### config.mk
export PLATFORM = sky130hd
export DESIGN_NAME = complete_arb
export DESIGN_NICKNAME = d
export VERILOG_FILES = /design/src/rtl/complete_arb.sv
export SDC_FILE = /design/constraint.sdc
export NUM_CORES = 1
export LEC_CHECK = 0
export CAP_MARGIN = 20
export CORE_AREA = 4 4 273 249
export DETAILED_ROUTE_END_ITERATION = 12
export DIE_AREA = 0 0 277 253
export PLACE_DENSITY = 0.86
export SYNTH_ARGS = -nofsm -noshare
export SYNTH_HDL_FRONTEND = slang
export SYNTH_SLANG_ARGS = --single-unit
### constraint.sdc
create_clock -name clock_i -period 13.05 [get_ports clock_i]
set_input_delay 2.61 -clock clock_i [delete_from_list [all_inputs] [get_ports clock_i]]
set_output_delay 2.61 -clock clock_i [all_outputs]
set_load 0.05 [all_outputs]
### src/rtl/complete_arb.sv
// Complete stage: per-FU result FIFOs merged onto CDB_W broadcast/writeback ports by round-robin.
// Optional macro COMPLETE_BYPASS_EN lets an empty channel's incoming result win arbitration directly.
module complete_arb #(
  parameter int NUM_FU  = 4,
  parameter int CDB_W   = 1,
  parameter int Q_DEPTH = 2,
  parameter int XLEN    = 32,
  parameter int TAG_W   = 5
) (
  input  logic                    clock_i,
  input  logic                    reset_i,
  input  logic                    squash_i,
  input  logic [NUM_FU-1:0]       ex_valid_i,
  input  logic [NUM_FU*XLEN-1:0]  ex_npc_i,
  input  logic [NUM_FU-1:0]       ex_take_branch_i,
  input  logic [NUM_FU*XLEN-1:0]  ex_alu_result_i,
  input  logic [NUM_FU*5-1:0]     ex_dest_reg_idx_i,
  input  logic [NUM_FU*TAG_W-1:0] ex_tag_i,
  output logic [NUM_FU-1:0]       ex_ready_o,
  output logic [CDB_W-1:0]        cdb_valid_o,
  output logic [CDB_W-1:0]        cdb_done_o,
  output logic [CDB_W-1:0]        cdb_halt_o,
  output logic [CDB_W-1:0]        cdb_illegal_o,
  output logic [CDB_W*XLEN-1:0]   cdb_value_o,
  output logic [CDB_W*XLEN-1:0]   cdb_npc_o,
  output logic [CDB_W-1:0]        cdb_take_branch_o,
  output logic [CDB_W*5-1:0]      cdb_dest_reg_idx_o,
  output logic [CDB_W*TAG_W-1:0]  cdb_tag_o,
  output logic [CDB_W-1:0]        wb_regfile_en_o,
  output logic [CDB_W*5-1:0]      wb_regfile_idx_o,
  output logic [CDB_W*XLEN-1:0]   wb_regfile_data_o
);

  localparam int CNT_W = $clog2(Q_DEPTH + 1);
  localparam int QP_W  = (Q_DEPTH > 1) ? $clog2(Q_DEPTH) : 1;
  localparam int PTR_W = (NUM_FU > 1) ? $clog2(NUM_FU) : 1;
  localparam logic [4:0] ZERO_REG = 5'd0;

  // Entry layout, LSB first: tag, dest, alu_result, take_branch, npc
  localparam int DST_B = TAG_W;
  localparam int ALU_B = TAG_W + 5;
  localparam int TB_B  = TAG_W + 5 + XLEN;
  localparam int NPC_B = TAG_W + 6 + XLEN;
  localparam int ENT_W = NPC_B + XLEN;

  logic [ENT_W-1:0] mem_q [NUM_FU][Q_DEPTH];
  logic [QP_W-1:0]  rd_ptr_q [NUM_FU];
  logic [QP_W-1:0]  rd_ptr_d [NUM_FU];
  logic [QP_W-1:0]  wr_ptr_q [NUM_FU];
  logic [QP_W-1:0]  wr_ptr_d [NUM_FU];
  logic [CNT_W-1:0] cnt_q [NUM_FU];
  logic [CNT_W-1:0] cnt_d [NUM_FU];
  logic [PTR_W-1:0] rr_ptr_q, rr_ptr_d;

  logic [ENT_W-1:0] ex_ent [NUM_FU];
  logic [ENT_W-1:0] head [NUM_FU];
  logic [NUM_FU-1:0] cand, grant, push, pop, byp_take;

  logic [CDB_W-1:0] port_vld;
  logic [ENT_W-1:0] port_ent [CDB_W];
  logic [CDB_W-1:0] out_vld_q;
  logic [ENT_W-1:0] out_ent_q [CDB_W];

  function automatic logic [QP_W-1:0] ptr_inc(input logic [QP_W-1:0] p);
    return (p == QP_W'(Q_DEPTH - 1)) ? '0 : p + QP_W'(1);
  endfunction

  always_comb begin
    for (int i = 0; i < NUM_FU; i++) begin
      ex_ent[i] = {ex_npc_i[i*XLEN +: XLEN], ex_take_branch_i[i],
                   ex_alu_result_i[i*XLEN +: XLEN], ex_dest_reg_idx_i[i*5 +: 5],
                   ex_tag_i[i*TAG_W +: TAG_W]};
      ex_ready_o[i] = (cnt_q[i] < CNT_W'(Q_DEPTH)) && !reset_i;
      cand[i] = (cnt_q[i] != '0);
      head[i] = mem_q[i][rd_ptr_q[i]];
`ifdef COMPLETE_BYPASS_EN
      // An empty channel offers its live input; a non-empty one must drain in order first.
      if ((cnt_q[i] == '0) && ex_valid_i[i] && ex_ready_o[i]) begin
        cand[i] = 1'b1;
        head[i] = ex_ent[i];
      end
`endif
    end
  end

  always_comb begin : arb
    int n;
    int idx;
    n = 0;
    idx = 0;
    grant = '0;
    port_vld = '0;
    rr_ptr_d = rr_ptr_q;
    for (int p = 0; p < CDB_W; p++) port_ent[p] = '0;
    for (int k = 0; k < NUM_FU; k++) begin
      idx = int'(rr_ptr_q) + k;
      if (idx >= NUM_FU) idx = idx - NUM_FU;
      if (cand[idx] && (n < CDB_W)) begin
        grant[idx]  = 1'b1;
        port_vld[n] = 1'b1;
        port_ent[n] = head[idx];
        rr_ptr_d    = (idx == NUM_FU - 1) ? '0 : PTR_W'(idx + 1);
        n = n + 1;
      end
    end
  end

  always_comb begin
    for (int i = 0; i < NUM_FU; i++) begin
      byp_take[i] = grant[i] && (cnt_q[i] == '0);
      pop[i]      = grant[i] && (cnt_q[i] != '0);
      push[i]     = ex_valid_i[i] && ex_ready_o[i] && !squash_i && !byp_take[i];
      cnt_d[i]    = cnt_q[i] + CNT_W'(push[i]) - CNT_W'(pop[i]);
      wr_ptr_d[i] = push[i] ? ptr_inc(wr_ptr_q[i]) : wr_ptr_q[i];
      rd_ptr_d[i] = pop[i]  ? ptr_inc(rd_ptr_q[i]) : rd_ptr_q[i];
    end
  end

  always_ff @(posedge clock_i) begin
    if (reset_i) begin
      rr_ptr_q <= '0;
      for (int i = 0; i < NUM_FU; i++) begin
        cnt_q[i]    <= '0;
        rd_ptr_q[i] <= '0;
        wr_ptr_q[i] <= '0;
      end
      out_vld_q <= '0;
      for (int p = 0; p < CDB_W; p++) out_ent_q[p] <= '0;
    end else if (squash_i) begin
      // Flush everything but keep the round-robin position
      for (int i = 0; i < NUM_FU; i++) begin
        cnt_q[i]    <= '0;
        rd_ptr_q[i] <= '0;
        wr_ptr_q[i] <= '0;
      end
      out_vld_q <= '0;
      for (int p = 0; p < CDB_W; p++) out_ent_q[p] <= '0;
    end else begin
      rr_ptr_q <= rr_ptr_d;
      for (int i = 0; i < NUM_FU; i++) begin
        cnt_q[i]    <= cnt_d[i];
        rd_ptr_q[i] <= rd_ptr_d[i];
        wr_ptr_q[i] <= wr_ptr_d[i];
      end
      out_vld_q <= port_vld;
      for (int p = 0; p < CDB_W; p++) out_ent_q[p] <= port_ent[p];
    end
  end

  always_ff @(posedge clock_i) begin
    for (int i = 0; i < NUM_FU; i++) begin
      if (push[i]) mem_q[i][wr_ptr_q[i]] <= ex_ent[i];
    end
  end

  // Ungranted ports hold an all-zero entry, so every derived field reads 0
  always_comb begin
    cdb_valid_o        = '0;
    cdb_done_o         = '0;
    cdb_halt_o         = '0;
    cdb_illegal_o      = '0;
    cdb_value_o        = '0;
    cdb_npc_o          = '0;
    cdb_take_branch_o  = '0;
    cdb_dest_reg_idx_o = '0;
    cdb_tag_o          = '0;
    wb_regfile_en_o    = '0;
    wb_regfile_idx_o   = '0;
    wb_regfile_data_o  = '0;
    for (int p = 0; p < CDB_W; p++) begin
      cdb_valid_o[p]                 = out_vld_q[p];
      cdb_done_o[p]                  = out_vld_q[p];
      cdb_take_branch_o[p]           = out_ent_q[p][TB_B];
      cdb_npc_o[p*XLEN +: XLEN]      = out_ent_q[p][NPC_B +: XLEN];
      cdb_value_o[p*XLEN +: XLEN]    = out_ent_q[p][TB_B] ? out_ent_q[p][NPC_B +: XLEN]
                                                          : out_ent_q[p][ALU_B +: XLEN];
      cdb_dest_reg_idx_o[p*5 +: 5]   = out_ent_q[p][DST_B +: 5];
      cdb_tag_o[p*TAG_W +: TAG_W]    = out_ent_q[p][TAG_W-1:0];
      wb_regfile_en_o[p]             = out_vld_q[p] && (out_ent_q[p][DST_B +: 5] != ZERO_REG);
      wb_regfile_idx_o[p*5 +: 5]     = out_ent_q[p][DST_B +: 5];
      wb_regfile_data_o[p*XLEN +: XLEN] = cdb_value_o[p*XLEN +: XLEN];
    end
  end

endmodule
# --- Word-level counts from Yosys, hierarchy flattened ---
# Memory sizes are Yosys's and may differ from the RTL's.
# Index checks and enable logic that the tools add are counted.
totals:
  register_bits: 3
  latch_bits: 0
  mem_bits_rw: 691
  romBits: 0
  n_memories: 5
mem_list:
  columns: ["name", "words", "width", "rd", "rd_ports_with_merged_regs", "write_ports", "line_no", "text"]
  rows:
  - ["mem_q", 4, 150, 4, 0, 4, "46", "logic [ENT_W-1:0] mem_q [NUM_FU][Q_DEPTH];"]
  - ["out_ent_q", 1, 75, 1, 0, 1, "62", "logic [ENT_W-1:0] out_ent_q [CDB_W];"]
  - ["cnt_q", 4, 2, 4, 0, 4, "51", "logic [CNT_W-1:0] cnt_q [NUM_FU];"]
  - ["rd_ptr_q", 4, 1, 4, 0, 4, "47", "logic [QP_W-1:0] rd_ptr_q [NUM_FU];"]
  - ["wr_ptr_q", 4, 1, 4, 0, 4, "49", "logic [QP_W-1:0] wr_ptr_q [NUM_FU];"]
classes:
  addsub: 29
  multipliers: 0
  div: 0
  n_lt_le_gt_ge: 41
  eq_ne: 4
  shifts: 0
  mux: 149
  n_bitwise: 43
  reduce_logical: 59
ops:
  columns: ["op", "count"]
  rows:
  - ["75-bit 2-to-1 mux", 33]
  - ["75-bit binary-select mux with 2-bit select", 4]
  - ["150-bit 2-to-1 mux", 4]
  - ["75-bit demux with 1-bit select", 4]
  - ["75-bit bitwise mux", 3]
  - ["32-bit by 1-bit >= comparator with 1-bit output, second input constant", 7]
  - ["32-bit 2-to-1 mux", 7]
  - ["32-bit by 2-bit < comparator with 1-bit output, second input constant", 6]
  - ["75-bit OR reduction", 2]
  - ["32-bit by 3-bit == test with 1-bit output, second input constant", 4]
  - ["32-bit by 3-bit >= comparator with 1-bit output, second input constant", 4]
  - ["32-bit by 4-bit < comparator with 1-bit output, second input constant", 4]
  - ["32-bit inverter", 4]
  - ["1-bit 2-to-1 mux", 66]
  - ["32-bit by 2-bit adder with 32-bit output, second input constant", 2]
  - ["1-bit logical AND", 39]
  - ["2-bit 2-to-1 mux", 16]
  - ["1-bit OR", 27]
  - ["2-bit >= comparator, second input constant", 8]
  - ["4-bit 2-to-1 mux", 4]
  - ["1-bit inverter with 2-bit output", 8]
  - ["4-bit OR", 3]
  - ["3-bit by 3-bit subtractor with 4-bit output, second input constant", 3]
  - ["3-bit >= comparator, second input constant", 3]
  - ["other kinds (20)", 60]

# --- Depth between registers and ports, before layout ---
# Gate-level depths: netlist of the first run.
depth:
  depth_word: 21
  mapped_depth: 20
  ltp_nobuf: 14

# --- Worst setup path before layout of the first run ---
# Ideal clock, no wire load.
synth_path:
  kind: "input-to-reg"
  startpoint: "input port reset_i"
  endpoint: "memory mem_q[3][100] (netlist name), enable pin"
  t_arrival_ns: 7.002
  t_required_ns: 12.533
  slack_ns: 5.531
  path_stages: 6
  path_buffers: 2
  cell_sequence: "clkbuf_1 > nor2_1 > clkbuf_1 > nand3_1 > nor3b_1 > nor2b_1"
synth_rtl:
  columns: ["item", "line_no", "text"]
  rows:
  - ["from (decl)", "11", "input logic reset_i,"]
  - ["to (decl)", "46", null]

# --- Worst setup path in the final report of the first run ---
layout_path:
  startpoint: "input port reset_i"
  endpoint: "output port ex_ready_o[1]"
layout_between:
  elab_chain_cells: 2
layout_lines:
  columns: ["item", "line_no", "text"]
  rows:
  - ["1-bit zero test", "73", "ex_ready_o[i] = (cnt_q[i] < CNT_W'(Q_DEPTH)) && !reset_i;"]
  - ["1-bit logical AND", "73", null]
  - ["to (decl)", "19", "output logic [NUM_FU-1:0] ex_ready_o,"]
# No other way between the ends.

==> impl_metrics.json, run 1 <==
{
  "p_comb_share_pct": 41.9,
  "grt_pass1_wl_mm": 151,
  "drv_slew": 0,
  "multi_input_area_um2": 13100,
  "wl_mm": 104,
  "wl_per_cell_um": 29.1,
  "synth_ff_type": "edfxtp_1",
  "rows": 89,
  "gr-total-overflow": 0,
  "peakVddDrop_mv": 0.181,
  "min_path_cells": 2,
  "p_int_mw": 5.26,
  "synth_cell_type_count": 70,
  "synth-async-reset-ratio_pct": 0,
  "outcome": "finished clean",
  "cts.path.max_buffers": 3,
  "grt_pass1_vias": 23800,
  "placed_area_um2": 39700,
  "dieArea_um2": 70100,
  "p_seq_share_pct": 32.9,
  "r2r-start": "rr_ptr_q[1]$_SDFFE_PP0P_",
  "vias": 23400,
  "ant_nets": 0,
  "drive_gt1_share_pct": 18.0,
  "clkSlewWorstSetupHoldPaths_ps": 60,
  "power.switching_mw": 3.01,
  "rrSetupSlack_ps": 6670,
  "drv_cap": 0,
  "worstMarginPinSlew_ps": 1050,
  "max_freq_ghz": 0.142,
  "crit_chain": "clkdlybuf4s50_1 > nor2_1 > clkdlybuf4s50_1",
  "arrival_ps": 4440,
  "reg2reg_to": "mem_q[3][125]$_DFFE_PP_",
  "hp-class": "register to register",
  "cpPeakStageDelay_ps": 850,
  "core_area_um2": 65000,
  "r2r.worst_path.cells": 11,
  "synth_warnings": 0,
  "antenna_found_initial": 13,
  "netlist.area_leader.share_pct": 59.1,
  "post_cts_buffers": 0,
  "worstSetupPathType": "input port to primary output",
  "end_kind": "primary output",
  "skew_ps": 23.9,
  "synth_common_cells": "edfxtp_1 (687), mux2i_1 (385), mux4_2 (154)",
  "slew-limit-headroom_pct": 29.8,
  "ioPinCount": 428,
  "ctsHoldBuffers": 0,
  "die_y_um": 253,
  "rsz0062_at_grt": "no",
  "yosysTopAreaCell": "edfxtp_1",
  "drt_iter0_markers": 2736,
  "fin_area_um2": 42200,
  "period_share_pct": 54.0,
  "synth-edff-count": 687,
  "start_util_pct": 53.7,
  "setup_viol": 0,
  "synth_area_leaders": "edfxtp_1 (59%), mux2i_1 (11%), mux4_2 (9.9%)",
  "drc_errors": 0,
  "cts_sinks": 694,
  "synthCells": 2267,
  "gp_congestion": 0.908,
  "area_growth_pct": 20.9,
  "die_w_um": 277,
  "insertion_delay_ps": 630,
  "place_hpwl_mm": 69.4,
  "ys_ff_latch": 694,
  "ys_seq_area_share_pct": 59.5,
  "final_nets": 2964,
  "p_leak_nw": 15.0,
  "crit_required_ps": 10440,
  "cts-root-buf": "clkbuf_16",
  "cp_num_buf_inv": 2,
  "power_density_nw_per_um2": 196,
  "syn_area_per_cell_um2": 15.4,
  "grt_max_degree": 82,
  "first_pass_iters": 5,
  "hp-start": "wr_ptr_q[2]$_SDFFE_PP0P_",
  "syn-cell-area_um2": 34900,
  "numPortBuffers": 425,
  "gr-usage-all-layers_pct": 28.8,
  "sw_frac_of_total_pct": 36.4,
  "seq_area_um2": 20800,
  "crit_slowest_cell": "clkdlybuf4s50_1",
  "cp_common_cell": "clkdlybuf4s50_1",
  "crit_fanout": 10,
  "cts-htree-levels": 3,
  "period_needed_ps": 7050,
  "fillers": 4480,
  "cts_tree": "yes",
  "via_per_inst": 6.55,
  "startpoint_type": "input port",
  "cts_made_buffers": 73,
  "worstSetupStartpoint": "reset_i",
  "holdPathEnd": "wr_ptr_q[2]$_SDFFE_PP0P_",
  "synthMostInstantiatedCell": "edfxtp_1",
  "tns_ps": 0,
  "hold_viol_final": 0,
  "post_cts_resized": 0,
  "critPathTopFamily": "buffers and inverters",
  "pwr-share-clk_pct": 25.2
}
worst register-to-register path, delay by kind of cell, from the launching register on:
kind	cells	cell delay [ps]
AO/OA/AOI/OAI	2	310
AND/OR/NAND/NOR	4	2000
flip-flops	1	680
buffers and inverters	4	1970
adder cells (fa/ha/maj)	1	930
power groups by stage:
stage	Clock, mW	Combinational, mW	Sequential (mW)
final	2.08	3.47	2.72
after floorplan	0	2.57	2.69
after global routing	2.19	3.65	2.73
after detailed placement	0	3.38	2.77
after CTS	2.09	3.40	2.72
after global placement	0	3.24	2.76
worst max-delay path by stage:
stage,to,slack [ps],depth (start not counted)
6_report,ex_ready_o[1],6000,3
5_1_grt,ex_ready_o[1],5940,3
4_1_cts,ex_ready_o[1],6030,3
3_5_place_dp,ex_ready_o[1],6030,3
3_3_place_gp,ex_ready_o[1],6070,3
2_1_floorplan,mem_q[3][100]$_DFFE_PP_,5530,6
per-layer routing:
| layer | track usage, % | up-vias | part of all wire, % |
|---|---|---|---|
| met1 | 36.9 | 11700 | 35 |
| met2 | 45.9 | 1616 | 47 |
| li1 | - | 9697 | - |
| met4 | 16.1 | 8 | 6.2 |
| met3 | 6.81 | 344 | 11 |
| met5 | 0 | - | 0.050 |
through the flow:
| stage | utilization (%) | worst slack (ps) | power [mW] | cells | hold WS [ps] |
|---|---|---|---|---|---|
| 2_1_floorplan | - | 5530 | 5.27 | 2350 | 451 |
| 3_3_place_gp | 60.9 | 6070 | 6.01 | 3423 | 498 |
| 3_5_place_dp | 61.1 | 6030 | 6.15 | 3428 | 549 |
| 4_1_cts | 64.8 | 6030 | 8.22 | 3559 | 559 |
| 5_1_grt | 64.8 | 5940 | 8.57 | 3568 | 590 |
| 6_report | 64.8 | 6000 | 8.27 | 3569 | 557 |
registers in the layout, summed over array words and instances, names as in the netlist:
name and flops:
rr_ptr_q 2, mem_q 600, out_ent_q 75, rd_ptr_q 4, wr_ptr_q 4, cnt_q 8
cdb_done_o 1
cell type report:
class / count / area share (%)
Antenna cell: 9 / 0.0534
Clock buffer: 86 / 4.60
Multi-Input combinational cell: 1378 / 31.0
Inverter: 24 / 0.243
Clock inverter: 45 / 1.09
Tap cell: 864 / 2.56
Timing Repair Buffer: 469 / 11.1
Sequential cell: 694 / 49.3
placed cells by master (no fill, tap or decap), drive strengths merged, types with 35 or more instances in the layout:
master         synthesis  layout
edfxtp               687     687
a21oi                 76      76
a22oi                 35      35
a2111oi               38      38
clkbuf                92      86
mux2                 150     150
nor2                  76      76
mux4                 154     154
o22ai                 48      48
mux2i                385     385
and3                  38      38
conb                   2      85
clkdlybuf4s50          0     425
nand2                108     108
buf                  162      44
cells by family after synthesis:
family,after synthesis,synth area share (%)
xor+xnor,9,0.226
flops,694,59.5
other cells,2,0.0215
simple gates,281,3.75
mux,689,25.8
fa+ha+maj,17,0.610
compound gates,297,5.93
buf+inv,278,4.10
Note: power is estimated with default switching activity, not from simulation.
==> inputs of run 2 (changes only) <==
Clock period 13.05 ns to 7 ns, I/O delays scaled along.
==> impl_metrics.json, run 2 (synthesis results as in run 1) <==
{
  "post_cts_buffers": 0,
  "start_util_pct": 53.7,
  "largest_reg_flops": 600,
  "fin_total_pwr_mw": 15.4,
  "drv_cap": 0,
  "hold_viol_final": 0,
  "gr-total-overflow": 0,
  "die_y_um": 253,
  "p_comb_share_pct": 41.7,
  "wl_mm": 104,
  "final_cell_mix": "edfxtp_1 (687), clkdlybuf4s50_1 (425), mux2i_1 (385)",
  "die_w_um": 277,
  "rsz0062_at_grt": "no",
  "p_int_mw": 9.81,
  "cts_sinks": 694,
  "post_cts_resized": 0,
  "period_share_pct": 81.0,
  "arrival_ps": 5950,
  "startpoint_type": "register",
  "cts_made_buffers": 71,
  "crit_fanout": 44,
  "first_pass_iters": 7,
  "gp_congestion": 0.890,
  "slew-limit-headroom_pct": 18.7,
  "peakVddDrop_mv": 0.234,
  "cts-root-buf": "clkbuf_16",
  "cts-htree-levels": 3,
  "power_density_nw_per_um2": 366,
  "clkSlewWorstSetupHoldPaths_ps": 70,
  "place_hpwl_mm": 70.7,
  "min_path_cells": 2,
  "cts.path.max_buffers": 3,
  "hp-class": "register to register",
  "worstSetupPathType": "register to register",
  "sw_frac_of_total_pct": 36.2,
  "crit_slowest_cell": "nor2b_4",
  "reg2reg_to": "mem_q[3][129]$_DFFE_PP_",
  "r2r.worst_path.cells": 10,
  "tns_ps": 0,
  "vias": 23200,
  "power.switching_mw": 5.57,
  "cts_tree": "yes",
  "p_seq_share_pct": 33.2,
  "insertion_delay_ps": 640,
  "dieArea_um2": 70100,
  "hp-start": "wr_ptr_q[2]$_SDFFE_PP0P_",
  "grt_pass1_wl_mm": 152,
  "p_leak_nw": 15.0,
  "setup_viol": 0,
  "ctsHoldBuffers": 0,
  "wl_per_cell_um": 29.2,
  "pwr-share-clk_pct": 25.2,
  "rows": 89,
  "worstMarginPinSlew_ps": 1220,
  "numPortBuffers": 425,
  "crit_chain": "inv_6 > ha_4 > buf_4 > nor2_1 > nand4_1 > o41ai_1 > o211ai_1 > nor3b_1 > nor2b_4 > buf_4",
  "drive_gt1_share_pct": 17.7,
  "rrSetupSlack_ps": 1330,
  "grt_pass1_vias": 23300,
  "outcome": "finished clean",
  "antenna_found_initial": 9,
  "cpPeakStageDelay_ps": 970,
  "cp_common_cell": "buf_4",
  "ant_nets": 0,
  "drt_iter0_markers": 2780,
  "layout_commonest_cell": "edfxtp_1",
  "core_area_um2": 65000,
  "r2r-start": "rr_ptr_q[1]$_SDFFE_PP0P_",
  "drc_errors": 0,
  "drv_slew": 0,
  "max_freq_ghz": 0.176,
  "ioPinCount": 428,
  "holdPathEnd": "wr_ptr_q[2]$_SDFFE_PP0P_",
  "critPathTopFamily": "simple AND/OR/NAND/NOR gates",
  "crit_required_ps": 7290,
  "period_needed_ps": 5670,
  "grt_max_degree": 93,
  "final_nets": 2958,
  "end_kind": "register",
  "gr-usage-all-layers_pct": 29.0,
  "area_growth_pct": 20.6,
  "cp_num_buf_inv": 3,
  "via_per_inst": 6.51,
  "skew_ps": 30.5
}
[run 2: cell count changes in the layout (fill, tap and decap cells not counted), moves of 2 or more]
cell | previous run | this run
buf_4 | 38 | 34
nor2_2 | 0 | 2
clkbuf_16 | 75 | 72
clkinvlp_4 | 3 | 0
bufinv_16 | 7 | 9
inv_6 | 3 | 5
clkinv_4 | 6 | 1
clkbuf_1 | 9 | 16
[run 2: power by group through the flow]
stage | Clock, mW | Sequential [mW] | Combinational [mW]
after floorplan | 0 | 5.02 | 4.80
after global placement | 0 | 5.18 | 6.09
after detailed placement | 0 | 5.18 | 6.26
after CTS | 3.90 | 5.10 | 6.31
after global routing | 4.07 | 5.11 | 6.74
final | 3.87 | 5.10 | 6.41
[run 2: stage by stage]
stage	std cells	hold WS (ps)	setup WS, ps	cell area, um2	utilization [%]
4_1_cts	3553	533	1460	42000	64.6
2_1_floorplan	2350	462	1010	35200	-
3_3_place_gp	3421	501	1560	39600	60.9
3_5_place_dp	3424	524	1490	39700	61.0
5_1_grt	3559	582	1050	42100	64.7
6_report	3564	539	1330	42100	64.7
[run 2: final cells by class]
type                    count  area [um2]
clock inverters            40         479
well taps                 864        1080
flip-flops and latches    694       20800
multi-input cells        1378       13100
fillers                  4514       22900
diodes                     10        25.0
inverters                  24         103
clock buffers              89        1880
repair buffers            465        4660
[run 2: layer usage]
metal / global-route usage [%] / vias to the layer above / share of wire (%)
met1: 38.2 / 11700 / 37
met4: 14.8 / 0 / 5.6
li1: - / 9688 / -
met3: 4.90 / 317 / 9.4
met2: 47.1 / 1528 / 48
met5: 0 / - / 0
[run 2: worst min-delay path, cell delays in order (launching register included)]
cell     delay (ps)
dfxtp_1         360
nand2_1          70
mux2i_1          60
[run 2: worst max path at each step]
stage                              end  slack [ps]                startpoint  depth (start not counted)
4_1_cts         mem_q[0][17]$_DFFE_PP_        1460  rr_ptr_q[1]$_SDFFE_PP0P_                         10
3_5_place_dp    mem_q[0][17]$_DFFE_PP_        1490  rr_ptr_q[1]$_SDFFE_PP0P_                         10
2_1_floorplan    mem_q[1][0]$_DFFE_PP_        1010  rr_ptr_q[1]$_SDFFE_PP0P_                         14
6_report       mem_q[3][129]$_DFFE_PP_        1330  rr_ptr_q[1]$_SDFFE_PP0P_                         10
3_3_place_gp    mem_q[1][58]$_DFFE_PP_        1560  rr_ptr_q[1]$_SDFFE_PP0P_                         10
5_1_grt         mem_q[0][72]$_DFFE_PP_        1050  rr_ptr_q[1]$_SDFFE_PP0P_                         10
